### src/rtl/ctrl_seq_pkg.sv
// Shared encodings for the javk-cpu sequenced controller: opcodes, condition
// codes, ALU flag positions and controller state encodings.
package ctrl_seq_pkg;

   localparam int OPCODE_W              = 4;
   localparam int OPCODE_ARITHMETIC_BIT = 3;

   localparam int FLAG_Z = 0;
   localparam int FLAG_C = 1;
   localparam int FLAG_N = 2;
   localparam int FLAG_V = 3;

   // Opcodes 0-7 are ALU operations; bit 3 set marks control/memory opcodes.
   typedef enum logic [3:0] {
      OP_ADD = 4'd0,
      OP_SUB = 4'd1,
      OP_AND = 4'd2,
      OP_OR  = 4'd3,
      OP_XOR = 4'd4,
      OP_SHL = 4'd5,
      OP_SHR = 4'd6,
      OP_NOT = 4'd7,
      OP_JMP = 4'd8,
      OP_JPL = 4'd9,
      OP_MVA = 4'd10,
      OP_MVB = 4'd11,
      OP_LNL = 4'd12,
      OP_LNH = 4'd13,
      OP_LDB = 4'd14,
      OP_STB = 4'd15
   } opcode_e;

   typedef enum logic [3:0] {
      CC_EQ = 4'd0,
      CC_NE = 4'd1,
      CC_HS = 4'd2,
      CC_LO = 4'd3,
      CC_MI = 4'd4,
      CC_PL = 4'd5,
      CC_VS = 4'd6,
      CC_VC = 4'd7,
      CC_HI = 4'd8,
      CC_LS = 4'd9,
      CC_GE = 4'd10,
      CC_LT = 4'd11,
      CC_GT = 4'd12,
      CC_LE = 4'd13,
      CC_AL = 4'd14,
      CC_NV = 4'd15
   } cond_e;

   typedef enum logic [2:0] {
      ST_FETCH  = 3'd0,
      ST_DECODE = 3'd1,
      ST_EXEC   = 3'd2,
      ST_MEM    = 3'd3,
      ST_HALT   = 3'd4
   } ctrl_state_e;

   function automatic logic is_mem_op(input logic [OPCODE_W-1:0] op);
      return (op == OP_LDB) || (op == OP_STB);
   endfunction

endpackage

### src/rtl/ctrl_seq_cond_eval.sv
// Branch condition evaluator: maps a 4-bit condition code and the latched
// ALU flags to a single taken/not-taken result.
module ctrl_seq_cond_eval
   import ctrl_seq_pkg::*;
#(
   parameter int FLAG_W = 4
) (
   input  logic [3:0]        cond,
   input  logic [FLAG_W-1:0] flags,
   output logic              result
);

   logic z;
   logic c;
   logic n;
   logic v;

   assign z = flags[FLAG_Z];
   assign c = flags[FLAG_C];
   assign n = flags[FLAG_N];
   assign v = flags[FLAG_V];

   always_comb begin
      result = 1'b0;
      case (cond_e'(cond))
         CC_EQ: result = z;
         CC_NE: result = ~z;
         CC_HS: result = c;
         CC_LO: result = ~c;
         CC_MI: result = n;
         CC_PL: result = ~n;
         CC_VS: result = v;
         CC_VC: result = ~v;
         CC_HI: result = c & ~z;
         CC_LS: result = ~c | z;
         CC_GE: result = ~(n ^ v);
         CC_LT: result = n ^ v;
         CC_GT: result = ~z & ~(n ^ v);
         CC_LE: result = z | (n ^ v);
         CC_AL: result = 1'b1;
         CC_NV: result = 1'b0;
      endcase
   end

endmodule

### src/rtl/ctrl_seq.sv
// Sequenced FETCH/DECODE/EXEC/MEM controller with instruction register, flag
// latch, branch evaluation and a memory-timeout fault that parks in HALT.
module ctrl_seq
   import ctrl_seq_pkg::*;
#(
   parameter int INSTR_W     = 8,
   parameter int FLAG_W      = 4,
   parameter int MEM_TIMEOUT = 15
) (
   input  logic               clk,
   input  logic               rst_n,
   input  logic [INSTR_W-1:0] instr,
   input  logic               instr_valid,
   output logic               instr_ready,
   input  logic [FLAG_W-1:0]  alu_flags,
   input  logic               mem_ack,
   output logic [2:0]         alu_op,
   output logic [3:0]         alu_shamt,
   output logic               alu_en,
   output logic [FLAG_W-1:0]  flags_q,
   output logic               branch,
   output logic               jmp,
   output logic               jpl,
   output logic               mva,
   output logic               mvb,
   output logic               nibble_read,
   output logic               nibble_hl,
   output logic [3:0]         nibble_out,
   output logic [3:0]         reg_sel,
   output logic [3:0]         addr_offset,
   output logic [1:0]         reg16_dst,
   output logic [1:0]         reg16_src,
   output logic               mem_req,
   output logic               we,
   output logic               pc_inc,
   output logic               fault
);

   localparam int TCNT_W = $clog2(MEM_TIMEOUT + 1);
   // The MEM cycle that sees tcnt at this value is the last one allowed.
   localparam logic [TCNT_W-1:0] TCNT_LAST = TCNT_W'(MEM_TIMEOUT - 1);

   ctrl_state_e         state_q;
   ctrl_state_e         state_d;
   logic [INSTR_W-1:0]  ir_q;
   logic [INSTR_W-1:0]  ir_d;
   logic [FLAG_W-1:0]   flags_d;
   logic [TCNT_W-1:0]   tcnt_q;
   logic [TCNT_W-1:0]   tcnt_d;
   logic                branch_q;
   logic                branch_d;
   logic                alu_upd_q;
   logic                alu_upd_d;

   logic [OPCODE_W-1:0] opcode;
   logic [3:0]          operand;
   logic                cond_res;

   assign opcode  = ir_q[INSTR_W-1 -: OPCODE_W];
   assign operand = ir_q[3:0];

   ctrl_seq_cond_eval #(
      .FLAG_W (FLAG_W)
   ) u_cond_eval (
      .cond   (operand),
      .flags  (flags_q),
      .result (cond_res)
   );

   // Operand slices are plain views of the instruction register.
   assign alu_op      = opcode[2:0];
   assign alu_shamt   = operand;
   assign nibble_out  = operand;
   assign reg_sel     = operand;
   assign addr_offset = operand;
   assign reg16_dst   = operand[3:2];
   assign reg16_src   = operand[1:0];
   assign nibble_hl   = (opcode == OP_LNH);
   assign branch      = branch_q;

   always_comb begin
      state_d     = state_q;
      ir_d        = ir_q;
      tcnt_d      = tcnt_q;
      branch_d    = branch_q;
      instr_ready = 1'b0;
      alu_en      = 1'b0;
      jmp         = 1'b0;
      jpl         = 1'b0;
      mva         = 1'b0;
      mvb         = 1'b0;
      nibble_read = 1'b0;
      mem_req     = 1'b0;
      we          = 1'b0;
      pc_inc      = 1'b0;
      fault       = 1'b0;

      case (state_q)
         ST_FETCH: begin
            instr_ready = 1'b1;
            if (instr_valid) begin
               ir_d    = instr;
               state_d = ST_DECODE;
            end
         end
         ST_DECODE: begin
            branch_d = cond_res;
            state_d  = ST_EXEC;
         end
         ST_EXEC: begin
            alu_en      = ~opcode[OPCODE_ARITHMETIC_BIT];
            jmp         = (opcode == OP_JMP);
            jpl         = (opcode == OP_JPL);
            mva         = (opcode == OP_MVA);
            mvb         = (opcode == OP_MVB);
            nibble_read = (opcode == OP_LNL) || (opcode == OP_LNH);
            if (is_mem_op(opcode)) begin
               tcnt_d  = '0;
               state_d = ST_MEM;
            end else begin
               pc_inc  = 1'b1;
               state_d = ST_FETCH;
            end
         end
         ST_MEM: begin
            mem_req = 1'b1;
            we      = (opcode == OP_STB);
            // An ack in the final allowed cycle still completes normally.
            if (mem_ack) begin
               pc_inc  = 1'b1;
               state_d = ST_FETCH;
            end else begin
               tcnt_d = tcnt_q + TCNT_W'(1);
               if (tcnt_q == TCNT_LAST) begin
                  state_d = ST_HALT;
               end
            end
         end
         ST_HALT: begin
            fault = 1'b1;
         end
         default: begin
            state_d = ST_FETCH;
         end
      endcase

      // Flags are captured the cycle after the ALU strobe, when the ALU result is live.
      alu_upd_d = alu_en;
      flags_d   = alu_upd_q ? alu_flags : flags_q;
   end

   always_ff @(posedge clk) begin
      if (!rst_n) begin
         state_q   <= ST_FETCH;
         ir_q      <= '0;
         flags_q   <= '0;
         tcnt_q    <= '0;
         branch_q  <= 1'b0;
         alu_upd_q <= 1'b0;
      end else begin
         state_q   <= state_d;
         ir_q      <= ir_d;
         flags_q   <= flags_d;
         tcnt_q    <= tcnt_d;
         branch_q  <= branch_d;
         alu_upd_q <= alu_upd_d;
      end
   end

endmodule

### config.mk
export PLATFORM = sky130hd
export DESIGN_NAME = ctrl_seq
export DESIGN_NICKNAME = d
export VERILOG_FILES = /design/src/rtl/ctrl_seq_pkg.sv /design/src/rtl/ctrl_seq_cond_eval.sv /design/src/rtl/ctrl_seq.sv
export SDC_FILE = /design/constraint.sdc
export NUM_CORES = 1
export LEC_CHECK = 0
export ABC_AREA = 1
export CORE_ASPECT_RATIO = 1.1
export CORE_MARGIN = 2
export CORE_UTILIZATION = 40
export CTS_CLUSTER_SIZE = 16
export DETAILED_ROUTE_END_ITERATION = 12
export HOLD_SLACK_MARGIN = 0.05
export PLACE_DENSITY = 0.84
export SETUP_SLACK_MARGIN = 0.15
export SYNTH_ARGS = -nofsm -noshare
export SYNTH_HDL_FRONTEND = slang
export SYNTH_SLANG_ARGS = --single-unit
### constraint.sdc
create_clock -name clk -period 3.73 [get_ports clk]
set_clock_uncertainty 0.1 [all_clocks]
set_input_delay 0.373 -clock clk [delete_from_list [all_inputs] [get_ports clk]]
set_output_delay 0.373 -clock clk [all_outputs]
set_load 0.05 [all_outputs]
==> impl_metrics.env, run 1 <==
export IMPL_synth_avg_cell_area_um2=7.11
export IMPL_cts_tree="done"
export IMPL_critical_path_class="reg -> out"
export IMPL_r2r_end="branch$_SDFFE_PN0P_"
export IMPL_p_per_area_nw_per_um2=375
export IMPL_rows=22
export IMPL_core_um2=3280
export IMPL_clkPwrFrac_pct=17.1
export IMPL_fmax_mhz=387
export IMPL_yosys_register_bits=21
export IMPL_ctsResizeCount=0
export IMPL_r2r_start="ir_q[0]$_SDFFE_PN0P_"
export IMPL_worstHoldPathType="reg -> reg"
export IMPL_synth_top_family_by_area="simple AND/OR/NAND/NOR gates"
export IMPL_setup_tns_final_ns=0
export IMPL_max_cap_violations=0
export IMPL_fin_crit_ns=2.58
export IMPL_port_buffers=55
export IMPL_ctsHoldBuffers=0
export IMPL_relSlewSlack_pct=62.3
export IMPL_clockBufferDepth=2
export IMPL_insertion_delay_ns=0.31
export IMPL_fillers=328
export IMPL_clk_pin_slew_ns=0.12
export IMPL_grt_busiest_layer="met2"
export IMPL_worst_hold_startpoint="branch$_SDFFE_PN0P_"
export IMPL_io_pins=56
export IMPL_grt_pass1_vias=1110
export IMPL_synth_compound_area_share_pct=16.1
export IMPL_fin_crit_sh_pct=69.2
export IMPL_cts_setup_buffers=0
export IMPL_layout_commonest_cell="clkdlybuf4s50_1"
export IMPL_max_stage_delay_ns=0.82
export IMPL_grt_use_met2_pct=26.8
export IMPL_firstDrtPassIters=4
export IMPL_grtUsageMet1_pct=17.7
export IMPL_most_common_layout_cells="clkdlybuf4s50_1, nand2_1, inv_1, dfxtp_1, o21ai_0"
export IMPL_drt_iter0_markers=76
export IMPL_status="finished, final reports clean"
export IMPL_grt_max_degree=18
export IMPL_power_frac_comb_pct=43.4
export IMPL_grt_pass1_wl_um=4640
export IMPL_intPower_mw=0.375
export IMPL_path_cells="inv_2 -> nand2_4 -> nor2_4 -> nand3_1 -> nor3_1 -> clkdlybuf4s50_1"
export IMPL_drt_wl_total_um=2830
export IMPL_drv_slew=0
export IMPL_die_h_um=64.6
export IMPL_syn_num_nets=206
export IMPL_syn_area_um2=1340
export IMPL_syn_to_final_growth_pct=32.6
export IMPL_wl_per_cell_um=10.9
export IMPL_synth_mux_area_share_pct=0
export IMPL_switching_share_pct=43.6
export IMPL_rsz0062_at_grt="no"
export IMPL_via_per_inst=4.90
export IMPL_clkSinkCount=21
export IMPL_yosysWarnings=0
export IMPL_met3_usage_pct=2.20
export IMPL_synth_simple_area_share_pct=28.0
export IMPL_synth_cell_types=28
export IMPL_reg2reg_slack_ns=2.21
export IMPL_p_switching_mw=0.290
export IMPL_initial_utilization_pct=40.8
export IMPL_n_antenna_cell=0
export IMPL_root_buffer="clkbuf_4"
export IMPL_hold_depth=2
export IMPL_critPathLaunchType="register"
export IMPL_arrival_ns=2.11
export IMPL_gp_congestion=0.932
export IMPL_critPathRequiredTime_ns=3.26
export IMPL_worstRegToRegCells=12
export IMPL_numCtsBuffers=3
export IMPL_antenna_found_initial=0
export IMPL_overflow=0
export IMPL_worstMarginPinSlew_ns=0.564
export IMPL_synthAdderAreaFrac_pct=1.87
export IMPL_finalHoldViolCount=0
export IMPL_synth_xor_area_share_pct=0.655
export IMPL_ys_seq_area_share_pct=31.5
export IMPL_critical_path_slowest_cell="clkdlybuf4s50_1"
export IMPL_fp_dieArea_um2=3820
export IMPL_holdPathEnd="branch$_SDFFE_PN0P_"
export IMPL_antenna_left=0
export IMPL_drc=0
export IMPL_hpwl_um=2230
export IMPL_path_max_fanout=4
export IMPL_synthCells=188
export IMPL_final_core_util_pct=54.1
export IMPL_track_usage_pct=15.6
export IMPL_seq_power_share_pct=39.5
export IMPL_setup_viol=0
export IMPL_layout_nets=241
export IMPL_final_layout_size_suffix_gt1_share_pct=9.01
export IMPL_peakVddDrop_mv=0.210
export IMPL_vias=1264
export IMPL_cp_end_kind="output pin"
export IMPL_htreeDepth=1
export IMPL_die_w_um=59.1
export IMPL_leakage_nw=0.739
-- power by group through the flow --
stage / clock, mW / sequential, mW / combinational [mW]
floorplan: 0 / 0.274 / 0.225
global placement: 0 / 0.267 / 0.288
detailed placement: 0 / 0.268 / 0.290
CTS: 0.115 / 0.262 / 0.291
global route: 0.124 / 0.266 / 0.309
finish: 0.113 / 0.263 / 0.289
-- critical path, delay by kind of cell (launching register included) --
kind,cells,cell delay (ns)
buf+inv,2,0.92
simple gates,4,0.51
flops,1,0.36
-- per-stage QoR --
stage	cell area (um^2)	worst slack (ns)	hold slack (ns)	total power [mW]	std cells
3_3_place_gp	1740	1.42	0.363	0.555	254
3_5_place_dp	1740	1.42	0.373	0.558	254
6_report	1770	1.15	0.391	0.665	258
4_1_cts	1770	1.13	0.394	0.668	258
2_1_floorplan	1340	0.922	0.379	0.499	188
5_1_grt	1770	0.966	0.449	0.700	258
-- cell usage after synthesis, drive strengths merged --
| master | n | area, um^2 |
|---|---|---|
| a21oi | 17 | 85.1 |
| a311oi | 1 | 8.76 |
| and3 | 1 | 7.51 |
| buf | 24 | 184 |
| clkbuf | 1 | 3.75 |
| dfxtp | 21 | 420 |
| ha | 2 | 25.0 |
| inv | 28 | 105 |
| nand2 | 28 | 123 |
| nand3 | 12 | 60.1 |
| nand4 | 2 | 33.8 |
| nor2 | 16 | 87.6 |
| nor3 | 10 | 50.1 |
| nor4 | 1 | 6.26 |
| o211a | 1 | 10.0 |
| o211ai | 1 | 7.51 |
| o21ai | 20 | 104 |
| or2 | 1 | 6.26 |
| xor2 | 1 | 8.76 |
-- logic make-up after synthesis --
family / count (synthesis)
and+or+nand+nor: 71
buffers and inverters: 53
AOI/OAI and AO/OA: 40
DFF: 21
adders and majority gates: 2
xor gates and xnor gates: 1
-- worst max path at each step --
stage	from	endpoint	cells after the start
after global placement	mem_ack	pc_inc	4
after CTS	state_q[2]$_SDFFE_PN0P_	jpl	6
after floorplan	state_q[0]$_SDFFE_PN0P_	we	4
final	state_q[2]$_SDFFE_PN0P_	jpl	6
after global routing	state_q[2]$_SDFFE_PN0P_	jmp	6
after detailed placement	mem_ack	pc_inc	4
-- cell type report --
class,count,area (um^2),area share (%)
clock inverter,1,5.00,0.282
tap,36,45.0,2.54
sequential,21,420,23.7
clock buffer,3,22.5,1.27
timing repair buffer,55,551,31.1
multi-input combinational,114,623,35.2
inverter,28,105,5.93
-- flip-flops by register name, indices dropped and copies added (netlist names) --
register and cells:
alu_upd_q 1, tcnt_q 4, ir_q 8, state_q 3, flags_q 4, branch 1
-- layer usage --
layer	share of wire [%]	up-vias	wire, um
met5	0	-	0
met4	1.9	0	55
met3	4.1	4	116
met2	50	37	1420
met1	44	568	1230
li1	-	655	-
Note: power is estimated with default switching activity, not from simulation.
==> run 2, diff against run 1 <==
==> constraint.sdc (replaced) <==
create_clock -name clk -period 2.43 [get_ports clk]
set_clock_uncertainty 0.1 [all_clocks]
set_input_delay 0.243 -clock clk [delete_from_list [all_inputs] [get_ports clk]]
set_output_delay 0.243 -clock clk [all_outputs]
set_load 0.05 [all_outputs]
==> impl_metrics.env, run 2 (same netlist as run 1, synthesis figures left out) <==
export IMPL_status="finished, final reports clean"
export IMPL_final_layout_size_suffix_gt1_share_pct=11.7
export IMPL_max_stage_delay_ns=0.82
export IMPL_htreeDepth=1
export IMPL_drt_wl_total_um=2950
export IMPL_switching_share_pct=43.2
export IMPL_core_um2=3280
export IMPL_n_antenna_cell=0
export IMPL_reg2reg_slack_ns=0.92
export IMPL_firstDrtPassIters=4
export IMPL_insertion_delay_ns=0.30
export IMPL_top_regs="ir_q (8), flags_q (4), tcnt_q (4)"
export IMPL_rsz0062_at_grt="no"
export IMPL_die_h_um=64.6
export IMPL_fin_crit_sh_pct=88.5
export IMPL_port_buffers=55
export IMPL_antenna_found_initial=0
export IMPL_layout_commonest_cell="clkdlybuf4s50_1"
export IMPL_p_per_area_nw_per_um2=575
export IMPL_relSlewSlack_pct=66.2
export IMPL_overflow=0
export IMPL_cp_end_kind="output pin"
export IMPL_via_per_inst=4.90
export IMPL_clkSinkCount=21
export IMPL_peakVddDrop_mv=0.297
export IMPL_largest_register="ir_q"
export IMPL_critPathLaunchType="register"
export IMPL_holdPathEnd="branch$_SDFFE_PN0P_"
export IMPL_finalHoldViolCount=0
export IMPL_fin_hold_ws_ns=0.382
export IMPL_worstMarginPinSlew_ns=0.505
export IMPL_fin_crit_ns=2.15
export IMPL_largest_reg_flops=8
export IMPL_setup_tns_final_ns=0
export IMPL_io_pins=56
export IMPL_r2r_start="ir_q[0]$_SDFFE_PN0P_"
export IMPL_fp_dieArea_um2=3820
export IMPL_drv_slew=0
export IMPL_worstHoldPathType="reg -> reg"
export IMPL_final_core_util_pct=54.0
export IMPL_r2r_end="branch$_SDFFE_PN0P_"
export IMPL_max_cap_violations=0
export IMPL_cts_tree="done"
export IMPL_worstRegToRegCells=12
export IMPL_clockBufferDepth=2
export IMPL_hpwl_um=2460
export IMPL_critPathRequiredTime_ns=2.09
export IMPL_syn_to_final_growth_pct=32.5
export IMPL_seq_power_share_pct=39.6
export IMPL_hold_depth=2
export IMPL_critical_path_class="reg -> out"
export IMPL_worst_hold_startpoint="branch$_SDFFE_PN0P_"
export IMPL_arrival_ns=1.81
export IMPL_clk_pin_slew_ns=0.12
export IMPL_setup_viol=0
export IMPL_vias=1268
export IMPL_root_buffer="clkbuf_4"
export IMPL_antenna_left=0
export IMPL_layout_nets=242
export IMPL_design_power_total_mw=1.02
export IMPL_leakage_nw=0.784
export IMPL_wl_per_cell_um=11.4
export IMPL_grt_max_degree=15
export IMPL_intPower_mw=0.578
export IMPL_path_cells="nor2_1 -> inv_2 -> nor2_2 -> clkdlybuf4s50_1"
export IMPL_numCtsBuffers=3
export IMPL_die_w_um=59.1
export IMPL_gp_congestion=0.882
export IMPL_clkPwrFrac_pct=16.4
export IMPL_most_common_layout_cells="clkdlybuf4s50_1, nand2_1, inv_1, dfxtp_1"
export IMPL_path_max_fanout=3
export IMPL_power_frac_comb_pct=43.9
export IMPL_critical_path_slowest_cell="clkdlybuf4s50_1"
export IMPL_fmax_mhz=465
export IMPL_rows=22
export IMPL_grt_pass1_wl_um=4730
export IMPL_p_switching_mw=0.440
export IMPL_drt_iter0_markers=53
export IMPL_ctsHoldBuffers=0
export IMPL_grt_pass1_vias=1163
export IMPL_track_usage_pct=15.7
export IMPL_drc=0
export IMPL_initial_utilization_pct=40.8
[run 2: cell count changes in the layout (fill, tap and decap cells not counted)]
cell             delta
nor4_1              -1
o21ai_1             +1
clkbuf_1            +1
clkinv_2            -1
buf_4               +6
clkdlybuf4s50_1     -9
dlygate4sd2_1       +3
dlymetal6s2s_1      +1
o21ai_0             -1
nor4_2              +1
[run 2: worst max-delay path: cells and delay by family (launching register included)]
kind | cells | cell delay (ns)
AND/OR/NAND/NOR | 2 | 0.26
buffers and inverters | 2 | 0.88
flip-flops | 1 | 0.37
[run 2: worst max path at each step]
stage / startpoint / end / slack (ns) / cells after the start
after detailed placement: ir_q[5]$_SDFFE_PN0P_ / we / 0.38 / 3
after global routing: state_q[2]$_SDFFE_PN0P_ / nibble_read / 0.22 / 6
after global placement: ir_q[5]$_SDFFE_PN0P_ / we / 0.41 / 3
after floorplan: state_q[2]$_SDFFE_PN0P_ / jmp / 0.30 / 5
final: state_q[0]$_SDFFE_PN0P_ / instr_ready / 0.28 / 4
after CTS: ir_q[7]$_SDFFE_PN0P_ / nibble_hl / 0.19 / 3
[run 2: final cells by class]
class	instances	area, um^2
clock buffer	4	26.3
sequential	21	420
tap	36	45.0
timing repair buffer	56	544
inverter	28	105
fill	328	1510
multi-input combinational	114	629
[run 2: power groups by stage]
stage / Sequential [mW] / Clock (mW) / Combinational, mW
floorplan: 0.420 / 0 / 0.347
global placement: 0.409 / 0 / 0.445
detailed placement: 0.411 / 0 / 0.450
global route: 0.409 / 0.184 / 0.477
finish: 0.403 / 0.167 / 0.447
CTS: 0.403 / 0.168 / 0.450
[run 2: routing by layer]
metal	GRT usage, %	part of all wire [%]
met1	16.6	40
met2	29.7	54
met3	2.99	3.9
met4	5.97	1.7
met5	0	0
[run 2: per-stage QoR]
stage | instance area [um^2] | setup WS, ns | instances
after floorplan | 1340 | 0.302 | 188
after global placement | 1750 | 0.406 | 255
after detailed placement | 1750 | 0.384 | 255
after CTS | 1770 | 0.192 | 259
after global routing | 1770 | 0.216 | 259
final | 1770 | 0.280 | 259
[run 2: repair_timing]
item / in CTS / in global routing
resized for setup: 3 / 1
buffers inserted: 0 / 0
endpoints found under the hold margin: 0 / 0
setup endpoints to repair: 3 / 1
==> run 3, diff against run 2 <==
--- a/config.mk
+++ b/config.mk
@@ -9,6 +9,7 @@
 export CORE_ASPECT_RATIO = 1.1
 export CORE_MARGIN = 2
 export CORE_UTILIZATION = 40
+export CTS_CLUSTER_DIAMETER = 60
 export CTS_CLUSTER_SIZE = 16
 export DETAILED_ROUTE_END_ITERATION = 12
 export HOLD_SLACK_MARGIN = 0.05
==> results of run 3 <==
Final layout, timing and power as in run 2 (identical DEF).
